## config.mk

```make
export PLATFORM = sky130hd
export DESIGN_NAME = key_debounce_sched
export DESIGN_NICKNAME = d
export VERILOG_FILES = /design/src/rtl/key_sched_pkg.sv /design/src/rtl/key_rr_pick.sv /design/src/rtl/key_debounce_sched.sv
export SDC_FILE = /design/constraint.sdc
export NUM_CORES = 1
export LEC_CHECK = 0
export CAP_MARGIN = 20
export CELL_PAD_IN_SITES_DETAIL_PLACEMENT = 1
export CELL_PAD_IN_SITES_GLOBAL_PLACEMENT = 1
export CORE_MARGIN = 2
export CORE_UTILIZATION = 25
export DETAILED_ROUTE_END_ITERATION = 7
export PLACE_DENSITY = 0.59
export SYNTH_ARGS = -nofsm -noshare
export SYNTH_HDL_FRONTEND = slang
export SYNTH_SLANG_ARGS = --single-unit
```

## constraint.sdc

```tcl
create_clock -name clk -period 3.95 [get_ports clk]
set_input_delay 0.5925 -clock clk [delete_from_list [all_inputs] [get_ports clk]]
set_output_delay 0.5925 -clock clk [all_outputs]
set_load 0.02 [all_outputs]
```

## src/rtl/key_sched_pkg.sv

```systemverilog
// key_sched_pkg: shared types and defaults for the key debounce scheduler.
//   state_t          : scheduler FSM state (IDLE, TIMING)
//   DEF_N_KEYS       : default number of keys
//   DEF_DEBOUNCE_CNT : default debounce length in clk cycles (30 ms at 50 MHz)
//   DEF_CNT_W        : default shared timer width
//   GLITCH_W         : width of the optional abort counter
package key_sched_pkg;

  typedef enum logic {
    IDLE   = 1'b0,
    TIMING = 1'b1
  } state_t;

  localparam int DEF_N_KEYS       = 4;
  localparam int DEF_DEBOUNCE_CNT = 1500000;
  localparam int DEF_CNT_W        = 21;
  localparam int GLITCH_W         = 8;

endpackage

```

## src/rtl/key_rr_pick.sv

```systemverilog
// key_rr_pick: combinational rotating-priority picker.
// Returns the first set request bit found searching upward from rr_ptr,
// wrapping past N_KEYS-1 back to 0.
// Ports:
//   req       in  N_KEYS  request vector
//   rr_ptr    in  IDX_W   index with highest priority (must be < N_KEYS)
//   gnt_valid out 1       at least one request set
//   gnt_idx   out IDX_W   granted index (0 when gnt_valid is low)
module key_rr_pick
  import key_sched_pkg::*;
#(
  parameter int N_KEYS = DEF_N_KEYS,
  parameter int IDX_W  = 2
) (
  input  logic [N_KEYS-1:0] req,
  input  logic [IDX_W-1:0]  rr_ptr,
  output logic              gnt_valid,
  output logic [IDX_W-1:0]  gnt_idx
);

  int               j;
  logic [IDX_W-1:0] jidx;

  // Walk offsets from the far end down to offset 0 so the nearest request
  // to rr_ptr is the last one written and therefore wins.
  always_comb begin
    gnt_valid = 1'b0;
    gnt_idx   = '0;
    j         = 0;
    jidx      = '0;
    for (int k = N_KEYS - 1; k >= 0; k--) begin
      j = int'(rr_ptr) + k;
      if (j >= N_KEYS) j = j - N_KEYS;
      jidx = IDX_W'(j);
      if (req[jidx]) begin
        gnt_valid = 1'b1;
        gnt_idx   = jidx;
      end
    end
  end

endmodule

```

## src/rtl/key_debounce_sched.sv

```systemverilog
// key_debounce_sched: debounces N_KEYS push-buttons with one shared timer.
// A round-robin picker grants the timer to one key whose synchronized level
// differs from its committed level; on expiry the level is committed and a
// one-cycle press/release pulse is emitted.
// Optional: define KEY_GLITCH_CNT_EN to add glitch_cnt, a saturating count
// of checks abandoned because the key reverted before expiry.
// Ports:
//   clk         in  1       system clock (50 MHz)
//   reset_n     in  1       synchronous active-low reset
//   key         in  N_KEYS  raw asynchronous key levels, 1 = pressed
//   key_state   out N_KEYS  debounced level per key
//   key_press   out N_KEYS  one-cycle pulse on committed 0->1
//   key_release out N_KEYS  one-cycle pulse on committed 1->0
//   busy        out 1       timer granted (TIMING)
//   active_idx  out IDX_W   granted key, holds last grant when idle
//   glitch_cnt  out 8       abort count (KEY_GLITCH_CNT_EN only)
//
// state  | meaning
// IDLE   | no key under test; grant next mismatching key if any
// TIMING | timer owned by active_idx; abort on revert, commit on expiry
module key_debounce_sched
  import key_sched_pkg::*;
#(
  parameter int N_KEYS       = DEF_N_KEYS,
  parameter int DEBOUNCE_CNT = DEF_DEBOUNCE_CNT,
  parameter int CNT_W        = DEF_CNT_W,
  parameter int IDX_W        = 2
) (
  input  logic                clk,
  input  logic                reset_n,
  input  logic [N_KEYS-1:0]   key,
  output logic [N_KEYS-1:0]   key_state,
  output logic [N_KEYS-1:0]   key_press,
  output logic [N_KEYS-1:0]   key_release,
  output logic                busy,
  output logic [IDX_W-1:0]    active_idx
`ifdef KEY_GLITCH_CNT_EN
  ,
  output logic [GLITCH_W-1:0] glitch_cnt
`endif
);

  localparam logic [CNT_W-1:0] TIMER_LAST = CNT_W'(DEBOUNCE_CNT - 1);
  localparam logic [IDX_W-1:0] IDX_LAST   = IDX_W'(N_KEYS - 1);

  logic [N_KEYS-1:0] key_s1;
  logic [N_KEYS-1:0] ks;
  logic [N_KEYS-1:0] mismatch;
  logic [CNT_W-1:0]  timer;
  logic [IDX_W-1:0]  rr_ptr;
  state_t            state;
  logic              gnt_valid;
  logic [IDX_W-1:0]  gnt_idx;

  assign mismatch = ks ^ key_state;

  key_rr_pick #(
    .N_KEYS (N_KEYS),
    .IDX_W  (IDX_W)
  ) u_pick (
    .req       (mismatch),
    .rr_ptr    (rr_ptr),
    .gnt_valid (gnt_valid),
    .gnt_idx   (gnt_idx)
  );

  always_ff @(posedge clk) begin
    if (!reset_n) begin
      key_s1 <= '0;
      ks     <= '0;
    end else begin
      key_s1 <= key;
      ks     <= key_s1;
    end
  end

  always_ff @(posedge clk) begin
    if (!reset_n) begin
      state       <= IDLE;
      timer       <= '0;
      rr_ptr      <= '0;
      active_idx  <= '0;
      busy        <= 1'b0;
      key_state   <= '0;
      key_press   <= '0;
      key_release <= '0;
`ifdef KEY_GLITCH_CNT_EN
      glitch_cnt  <= '0;
`endif
    end else begin
      key_press   <= '0;
      key_release <= '0;
      case (state)
        IDLE: begin
          if (gnt_valid) begin
            active_idx <= gnt_idx;
            rr_ptr     <= (gnt_idx == IDX_LAST) ? '0 : gnt_idx + 1'b1;
            timer      <= '0;
            busy       <= 1'b1;
            state      <= TIMING;
          end
        end
        TIMING: begin
          // A revert wins over expiry so a key bouncing on the last cycle
          // is never committed.
          if (!mismatch[active_idx]) begin
            timer <= '0;
            busy  <= 1'b0;
            state <= IDLE;
`ifdef KEY_GLITCH_CNT_EN
            if (glitch_cnt != '1) glitch_cnt <= glitch_cnt + 1'b1;
`endif
          end else if (timer == TIMER_LAST) begin
            key_state[active_idx]   <= ks[active_idx];
            key_press[active_idx]   <= ks[active_idx];
            key_release[active_idx] <= ~ks[active_idx];
            timer <= '0;
            busy  <= 1'b0;
            state <= IDLE;
          end else begin
            timer <= timer + 1'b1;
          end
        end
        default: begin
          timer <= '0;
          busy  <= 1'b0;
          state <= IDLE;
        end
      endcase
    end
  end

endmodule

```

==> Word-level counts from Yosys, hierarchy flattened <==
Index checks and enable logic that the tools add are counted.
{ "op_classes": {"addsub": 9, "n_lt_le_gt_ge": 10, "n_eq_ne": 4, "muxes": 40, "bitwise": 5, "n_reduce_logical": 5} }
{ "ops": {"columns": ["operator", "n"], "rows": [
  ["$mux 21", 3],
  ["$pmux 21 s2", 1],
  ["$add 21x1->21 const B", 1],
  ["$eq 21x21->1 const B", 1],
  ["$mux 2", 9],
  ["$mux 1", 17],
  ["$lt 2x3->1 const B", 5],
  ["$bmux 1 s2", 6],
  ["$ge 3x3->1 const B", 3],
  ["$and 4x4->4", 2],
  ["$sub 2x1->2 const B", 4],
  ["$add 2x2->3 const B", 2],
  ["$bwmux 4", 1],
  ["$pmux 1 s2", 2],
  ["$reduce_and 2->1", 2],
  ["$reduce_and 4->1", 1],
  ["$xor 4x4->4", 1],
  ["$add 2x1->3 const B", 1],
  ["$ge 2x3->1 const B", 1],
  ["$ne 3x2->1 const B", 1],
  ["$reduce_and 3->1", 1],
  ["$add 2x1->2 const B", 1],
  ["$demux 1 s2", 1],
  ["$eq 2x2->1 const B", 1],
  ["4 further kinds", 5]
]} }
{ "totals": {"ff_bits": 47, "inputBits": 6, "output_inout_bits": 15, "wordCells": 83} }

==> Depth between registers and ports, before layout <==
Gate-level depths: netlist (run 1).
{ "logic_depth": {"depth_word": 11, "depth_mapped": 7, "depth_no_buf": 7} }

==> Cells and area by module <==
Synthesis (run 1) repeated with hierarchy kept, for this count alone.
{ "hier_totals": {"cells_unflattened": 240, "area_unflattened_um2": 2103.3} }
{ "by_module_without_submodules": {"columns": ["mod", "instances", "cells_each", "area_per_inst_um2"], "rows": [
  ["key_debounce_sched", 1, 227, 2025.7],
  ["key_rr_pick", 1, 13, 77.6]
]} }

==> Worst setup path before layout (run 1) <==
Ideal clock, no wire load.
{ "synth_timing": {"path_kind": "reg2reg", "from": "register active_idx[0]", "to": "register timer[11]", "setup_time_ns": 0.140, "arrival_time_ns": 1.913, "t_required_ns": 3.810, "slack_ns": 1.897, "stages_incl_launch_ff": 8, "period_less_slack_ns": 2.053, "cell_sequence": "dfxtp_1 buf_2 mux4_2 and2_1 buf_6 a21oi_4 buf_8 nor3_2"} }
{ "synth_via": {"elab_chain_len": 4} }
{ "synth_lines": {"columns": ["element", "line", "text"], "rows": [
  ["from (decl)", "key_debounce_sched.sv:36", "output logic [IDX_W-1:0] active_idx"],
  ["from (signal assigned)", "key_debounce_sched.sv:96", "active_idx <= gnt_idx;"],
  ["$bmux 1 s2", "key_debounce_sched.sv:106", "if (!mismatch[active_idx]) begin"],
  ["$mux 1 (implied by the code)", "key_debounce_sched.sv:106", null],
  ["$mux 21", "key_debounce_sched.sv:106", null],
  ["$pmux 21 s2", "key_debounce_sched.sv:93", "case (state)"],
  ["to (signal assigned)", "key_debounce_sched.sv:121", "timer <= timer + 1'b1;"],
  ["to (decl)", "key_debounce_sched.sv:49", "logic [CNT_W-1:0] timer;"]
]} }
No other way between the ends. The select of a mux whose other input is x is not followed.
A chain may end at the register's enable or synchronous reset.

==> Final worst setup path (run 1) <==
{ "layout_timing": {"from": "register active_idx[0]", "to": "register busy"} }
{ "layout_via": {"elab_chain_len": 4, "elab_cells_between_ends": 6, "classes_between": "1 x eq/ne; 4 x mux; 1 x reduce/logical"} }
{ "layout_lines": {"columns": ["element", "line", "text"], "rows": [
  ["$bmux 1 s2 *", "key_debounce_sched.sv:106", null],
  ["$mux 1 (implied by the code) *", "key_debounce_sched.sv:106", null],
  ["$mux 1 / $ne 3x2->1 (equally long branches)", null, null],
  ["$pmux 1 s2 / $reduce_and 2->1 (equally long branches)", null, null],
  ["to (signal assigned)", "key_debounce_sched.sv:99", "busy <= 1'b1;"],
  ["to (signal assigned)", "key_debounce_sched.sv:108", "busy <= 1'b0;"],
  ["to (signal assigned)", "key_debounce_sched.sv:118", "busy <= 1'b0;"],
  ["to (decl)", "key_debounce_sched.sv:35", "output logic busy,"]
]} }
Mark *: on every way between the ends. The rest lies on a longest branch, timed or not. The select of a mux whose other input is x is not followed.

==> results of run 1 <==
stage by stage:
step | util [%] | cells | hold WS [ns]
after floorplan | - | 235 | 0.412
after global placement | 28.8 | 352 | 0.417
after detailed placement | 29.0 | 353 | 0.420
after CTS | 30.3 | 361 | 0.445
after global routing | 30.3 | 361 | 0.470
final | 30.3 | 361 | 0.442
synthesized netlist by cell type (all sizes together) (2+ instances only):
cell,n
xor2,20
clkbuf,8
nand2b,2
nand3b,4
and2,12
nor2,13
ha,2
a211o,2
and3,3
nor3,21
a21oi,11
nor4,4
and4,2
nand4,6
buf,3
o2111ai,9
dfxtp,47
xnor2,4
mux4,2
a32oi,2
o21ai,11
nand2,16
nand3,9
inv,5
o211ai,5
critical path, cell delays in order (launching register included):
cell and delay, ns:
dfxtp_1 0.57, mux4_2 0.61, and2_1 0.26, a21oi_4 0.59, o22ai_1 0.18
power by group through the flow:
| stage | Combinational (uW) | Sequential (uW) | Clock [uW] |
|---|---|---|---|
| floorplan | 61.5 | 502 | 0 |
| global placement | 79.2 | 508 | 0 |
| detailed placement | 81.8 | 509 | 0 |
| CTS | 82.0 | 498 | 389 |
| global route | 89.0 | 500 | 409 |
| finish | 79.4 | 498 | 374 |
kinds of logic (layout without fill, tap and decap cells):
family          Yosys count  in the layout  share of synthesized area, %
fa+ha+maj                 2              2                          1.12
compound gates           47             47                          14.9
mux                       2              2                          2.02
buf+inv                  16             34                          3.60
xor+xnor                 24             24                          9.44
simple gates             97             97                          26.6
flops                    47             47                          42.3
area by class of cell:
class	count	area share, %
multi-input cells	172	45.8
flip-flops and latches	47	35.8
repair buffers	21	8.18
well taps	108	5.14
clock buffers	5	2.62
clock inverters	3	1.81
inverters	5	0.713
sequential cells by signal (all words and copies together) (netlist names):
register     flops
timer           21
key_press        4
key_release      4
key_s1           4
key_state        4
ks               4
active_idx       2
rr_ptr           2
busy             1
state            1
path summary, 6_finish.rpt:
check	startpoint	to
worst min register to register	key_s1[0]$_SDFF_PN0_	ks[0]$_SDFF_PN0_
worst min-delay path	key_s1[0]$_SDFF_PN0_	ks[0]$_SDFF_PN0_
worst max-delay path	active_idx[0]$_SDFFE_PN0P_	busy$_SDFFE_PN0P_
worst max register to register	active_idx[0]$_SDFFE_PN0P_	busy$_SDFFE_PN0P_
metal layers:
metal	global-route usage, %	up-vias
met1	15.1	891
met5	0	-
met4	4.11	0
met3	2.29	7
met2	20.4	26
li1	-	896
==> qor.yml, run 1 <==
worst_setup_path:
  endpoint_kind: "flop"
  rr_worst_depth: 4
  arrival_ns: 2.53
  crit_fanout: 19
  criticalPathCategory: "flop to flop"
  cp.required_ns: 4.12
  startpoint_type: "flop"
  reg2reg_slack_ns: 1.59
timing:
  layout_setup_ws_ns: 1.59
  fin_crit_sh_pct: 59.8
  skew_ns: 0.00796
  worst_slew_pin_slew_ns: 0.795
  drv_slew: 0
  rsz0062_at_grt: "no"
  timing.slew.headroom_pct: 46.5
  hold_viol_final: 0
  setup_viol: 0
  setup_tns_ns: 0
  max_freq_ghz: 0.423
  min_period_ns: 2.36
layout:
  seq_area_um2: 941
  drive_above_1_share_pct: 11.9
  fillers: 1038
  antenna_cells: 0
  final_cell_mix: "dfxtp_1 (47), xor2_1 (20), clkdlybuf4s50_1 (20), nand2_1 (15)"
  stdcell_area_um2: 2630
  multi_input_area_um2: 1200
  final_common_cell: "dfxtp_1"
  syn_to_final_growth_pct: 18.2
  fin_nets: 260
grt:
  grt_pass1_wl_um: 9330
  grt_max_degree: 23
  grt_pass1_vias: 1862
  overflow: 0
  grt_util_all_layers_pct: 12.0
  antenna_found_initial: 0
power_and_ir_drop:
  pwr-share-comb_pct: 8.3
  report.power.total_uw: 951
  ir_drop_mv: 0.138
  switchingPower_uw: 248
  p_int_uw: 703
  pwr_density_cell_nw_per_um2: 361
  power.leakage_uw: 0.000849
  clock_power_share_pct: 39.3
  switching_share_pct: 26.1
  pwr-share-seq_pct: 52.3
clock_network:
  cts_hold_buf: 0
  cts_made_buffers: 5
  cts_resized: 0
  cts_setup_buffers: 0
  clk_latency_ns: 0.31
  cts.clk_slew.worst_paths_ns: 0.10
  clockBufferDepth: 2
  cts_tree: "done"
  cts_root_buffer: "clkbuf_8"
  clock_sinks: 47
  htree_levels: 2
route:
  vias: 1820
  dr_wl_met3_um: 119
  firstDrtPassIters: 4
  wl_um: 5520
  top_layer: "met4"
  wire_per_inst_um: 15.3
  postRouteAntennaNets: 0
  wl_met1_um: 2600
  via_per_inst: 5.04
  drtIter0Drc: 96
  met2_length_um: 2710
  drcViolationCount: 0
die:
  placeableCoreArea_um2: 8680
  start_util_pct: 25.6
  die_area_um2: 9670
  rows: 34
  die_w_um: 98.4
  die_h_um: 98.4
  ioPinCount: 21
outcome:
  status: "finished clean"
placed_design:
  place_area_um2: 2510
  numPortBuffers: 20
  place.gp.congestion: 0.744
  dp_hpwl_um: 3930
  dp_slack_ns: 1.48
synthesis:
  ys_seq_area_share_pct: 42.3
  syn_area_um2: 2230
  yosys_warnings: 0
  synth-seq-cells: 47
  synth_edf_count: 0
  synth_area_leaders: "dfxtp_1 (42%), xor2_1 (7.9%), nor3_2 (4.5%)"
  syn_nets: 243
  async_flop_share_pct: 0
  yosys.cell_types.count: 45
  yosysTopAreaCell: "dfxtp_1"
  syn_area_per_cell_um2: 9.47
  synthFlopType: "dfxtp_1"
  synth_top_area_share_pct: 42.3
  syn_inst: 235
min_path:
  whs_path_depth: 1
  hp-class: "flop to flop"
flow_run:
  drv_cap: 0
Note: power is estimated with default switching activity, not from simulation.
==> inputs of run 2 (changes only) <==
Settings changed: PLACE_DENSITY 0.59 to 0.61.
Clock period 3.95 ns to 2 ns, I/O delays scaled along.
==> run 2 against run 1 <==
Against the previous run: first-iteration DRC count down 35%; cell area up 6.4%; register-to-register slack worse by 1.5 ns; via count grew 5.2%; global-route usage up 0.81 points; largest power group unchanged; routed wire length rose by 6.5%; utilization grew 1.9 points; critical endpoint is now timer[10]$_SDFFE_PN0P_; worst setup slack got worse by 1.5 ns; die area is the same; count of clock-buffer cells in the layout stayed put; non-clock buffer count increased by 19; critical path depth increased by 2.
==> qor.yml, run 2 (same netlist as run 1, synthesis figures left out) <==
timing:
  min_period_ns: 1.91  # -0.451 ns
  skew_ns: 0.0141  # +0.00615 ns
  worst_slew_pin_slew_ns: 0.448  # -0.347 ns
  fin_crit_sh_pct: 95.6  # +36 points
  timing.slew.headroom_pct: 70.1  # +24 points
  layout_setup_ws_ns: 0.0876  # -1.50 ns
  drv_slew: 0  # unchanged
  hold_viol_final: 0  # unchanged
  setup_tns_ns: 0  # unchanged
  max_freq_ghz: 0.523  # +24%
  setup_viol: 0  # unchanged
layout:
  fin_nets: 279  # +7.3%
  fillers: 1045  # +0.67%
  top_register: "timer"
  stdcell_area_um2: 2800  # +6.4%
  final_common_cell: "dfxtp_1"
  syn_to_final_growth_pct: 25.7
  antenna_cells: 0  # unchanged
  drive_above_1_share_pct: 21.3  # +9.5 points
  final_cell_mix: "dfxtp_1 (44), xor2_1 (20), clkdlybuf4s50_1 (20), buf_4 (19), nand2_1 (15)"
  largest_register_ffs: 21  # unchanged
worst_setup_path:
  slowest_delay_ns: 0.53  # -0.08 ns
  reg2reg_slack_ns: 0.09  # -1.50 ns
  timing.rr.end: "timer[10]$_SDFFE_PN0P_"
  crit_chain: "xor2_1 > mux4_2 > and2_1 > a21oi_4 > buf_12 > a2111oi_1"
  path_delay_family: "multiplexers"
  startpoint_type: "flop"
  endpoint_kind: "flop"
  path_buf_inv: 1  # +1
  r2r-start: "key_state[2]$_SDFFE_PN0P_"
  criticalPathCategory: "flop to flop"
  rr_worst_depth: 6  # +2
  cp.required_ns: 2.18  # -1.94 ns
  crit_fanout: 12  # -7
  arrival_ns: 2.09  # -0.44 ns
  cpMaxStageDelayCell: "mux4_2"
route:
  drtIter0Drc: 62  # -35%
  drcViolationCount: 0  # unchanged
  firstDrtPassIters: 4  # unchanged
  via_per_inst: 5.04  # about the same
  wire_per_inst_um: 15.5  # +1.1%
  vias: 1914  # +5.2%
  wl_um: 5880  # +6.5%
  postRouteAntennaNets: 0  # unchanged
clock_network:
  clock_sinks: 47  # unchanged
  htree_levels: 2  # unchanged
  cts.clk_slew.worst_paths_ns: 0.10  # about the same
  cts_hold_buf: 0  # unchanged
  clk_latency_ns: 0.31  # about the same
  cts_tree: "done"
  cts_root_buffer: "clkbuf_8"
  cts_made_buffers: 5  # unchanged
  clockBufferDepth: 2  # unchanged
flow_run:
  drv_cap: 0  # unchanged
die:
  placeableCoreArea_um2: 8680  # unchanged
  start_util_pct: 25.6  # unchanged
  die_w_um: 98.4  # unchanged
  ioPinCount: 21  # unchanged
  die_area_um2: 9670  # unchanged
  rows: 34  # unchanged
  die_h_um: 98.4  # unchanged
power_and_ir_drop:
  pwr_density_cell_nw_per_um2: 636  # +76%
  report.power.total_uw: 1780  # +87%
  power.leakage_uw: 0.000944  # +11%
  ir_drop_mv: 0.364  # +160%
min_path:
  whs_path_depth: 1  # unchanged
  hp-class: "flop to flop"
  worstHoldStart: "key_s1[1]$_SDFF_PN0_"
  holdPathEnd: "ks[1]$_SDFF_PN0_"
grt:
  antenna_found_initial: 0  # unchanged
  grt_util_all_layers_pct: 12.8  # +0.81 points
  grt_pass1_vias: 1970  # +5.8%
  overflow: 0  # unchanged
  grt_max_degree: 17  # -26%
  grt_pass1_wl_um: 10100  # +8.5%
placed_design:
  place_area_um2: 2660  # +5.6%
  numPortBuffers: 20  # unchanged
  dp_slack_ns: 0.0626  # -1.41 ns
  place.gp.congestion: 0.835  # +12%
  dp_hpwl_um: 4470  # +14%
outcome:
  status: "finished clean"
-- run 2: cell types whose count changed in the layout (fill, tap and decap cells not counted), moves of 2 or more --
cell and change:
buf_4 +19, dfxtp_1 -3, dfxtp_2 +3, nor3_1 -2, nor3_2 +2, xnor2_1 -3
xnor2_2 +3
-- run 2: report_power, final --
part	leakage, uW	internal [uW]	switching, uW	total (uW)
Sequential	0.000382	954	20.3	974
Clock	0.0000443	250	348	599
Combinational	0.000518	85.4	122	208
Total	0.000944	1290	491	1780
-- run 2: worst reg2reg max path, cell delays in order, from the launching register on --
cell and delay [ns]:
dfxtp_1 0.46, xor2_1 0.13, mux4_2 0.53, and2_1 0.23
a21oi_4 0.21, buf_12 0.17, a2111oi_1 0.06
-- run 2: final cells by class --
cell class              instances  area, um^2  share of cell area [%]
multi-input cells             172        1240                    44.4
inverters                       5        18.8                   0.671
repair buffers                 40         363                    13.0
clock inverters                 3        25.0                   0.894
flip-flops and latches         47         945                    33.8
clock buffers                   5        68.8                    2.46
well taps                     108         135                    4.83
-- run 2: per-stage QoR --
step,utilization (%),hold slack (ns),instances
final,32.3,0.442,380
after global routing,32.3,0.456,380
after CTS,31.7,0.447,379
after detailed placement,30.6,0.424,371
after global placement,30.6,0.420,371
after floorplan,-,0.412,235
-- run 2: worst max-delay path by stage --
stage	start	endpoint	slack, ns	depth (start not counted)
after floorplan	key_state[3]$_SDFFE_PN0P_	timer[11]$_SDFFE_PN0P_	0.002	7
after global placement	timer[5]$_SDFFE_PN0P_	key_state[3]$_SDFFE_PN0P_	0.12	5
after detailed placement	timer[5]$_SDFFE_PN0P_	key_state[2]$_SDFFE_PN0P_	0.06	5
after CTS	timer[5]$_SDFFE_PN0P_	key_release[2]$_SDFF_PN0_	0.04	5
after global routing	key_state[2]$_SDFFE_PN0P_	timer[10]$_SDFFE_PN0P_	-0.007	6
final	key_state[2]$_SDFFE_PN0P_	timer[10]$_SDFFE_PN0P_	0.09	6
-- run 2: routing by layer --
layer / GRT usage (%) / routed length, um / up-vias
li1: - / - / 935
met1: 17.8 / 2900 / 958
met2: 20.6 / 2830 / 14
met3: 2.00 / 84 / 7
met4: 3.48 / 64 / 0
met5: 0 / 0 / -
-- run 2: repair_timing --
action | CTS | global route
gates resized for setup | 0 | 9
buffers inserted | 0 | 1
setup endpoints to repair | 0 | 19
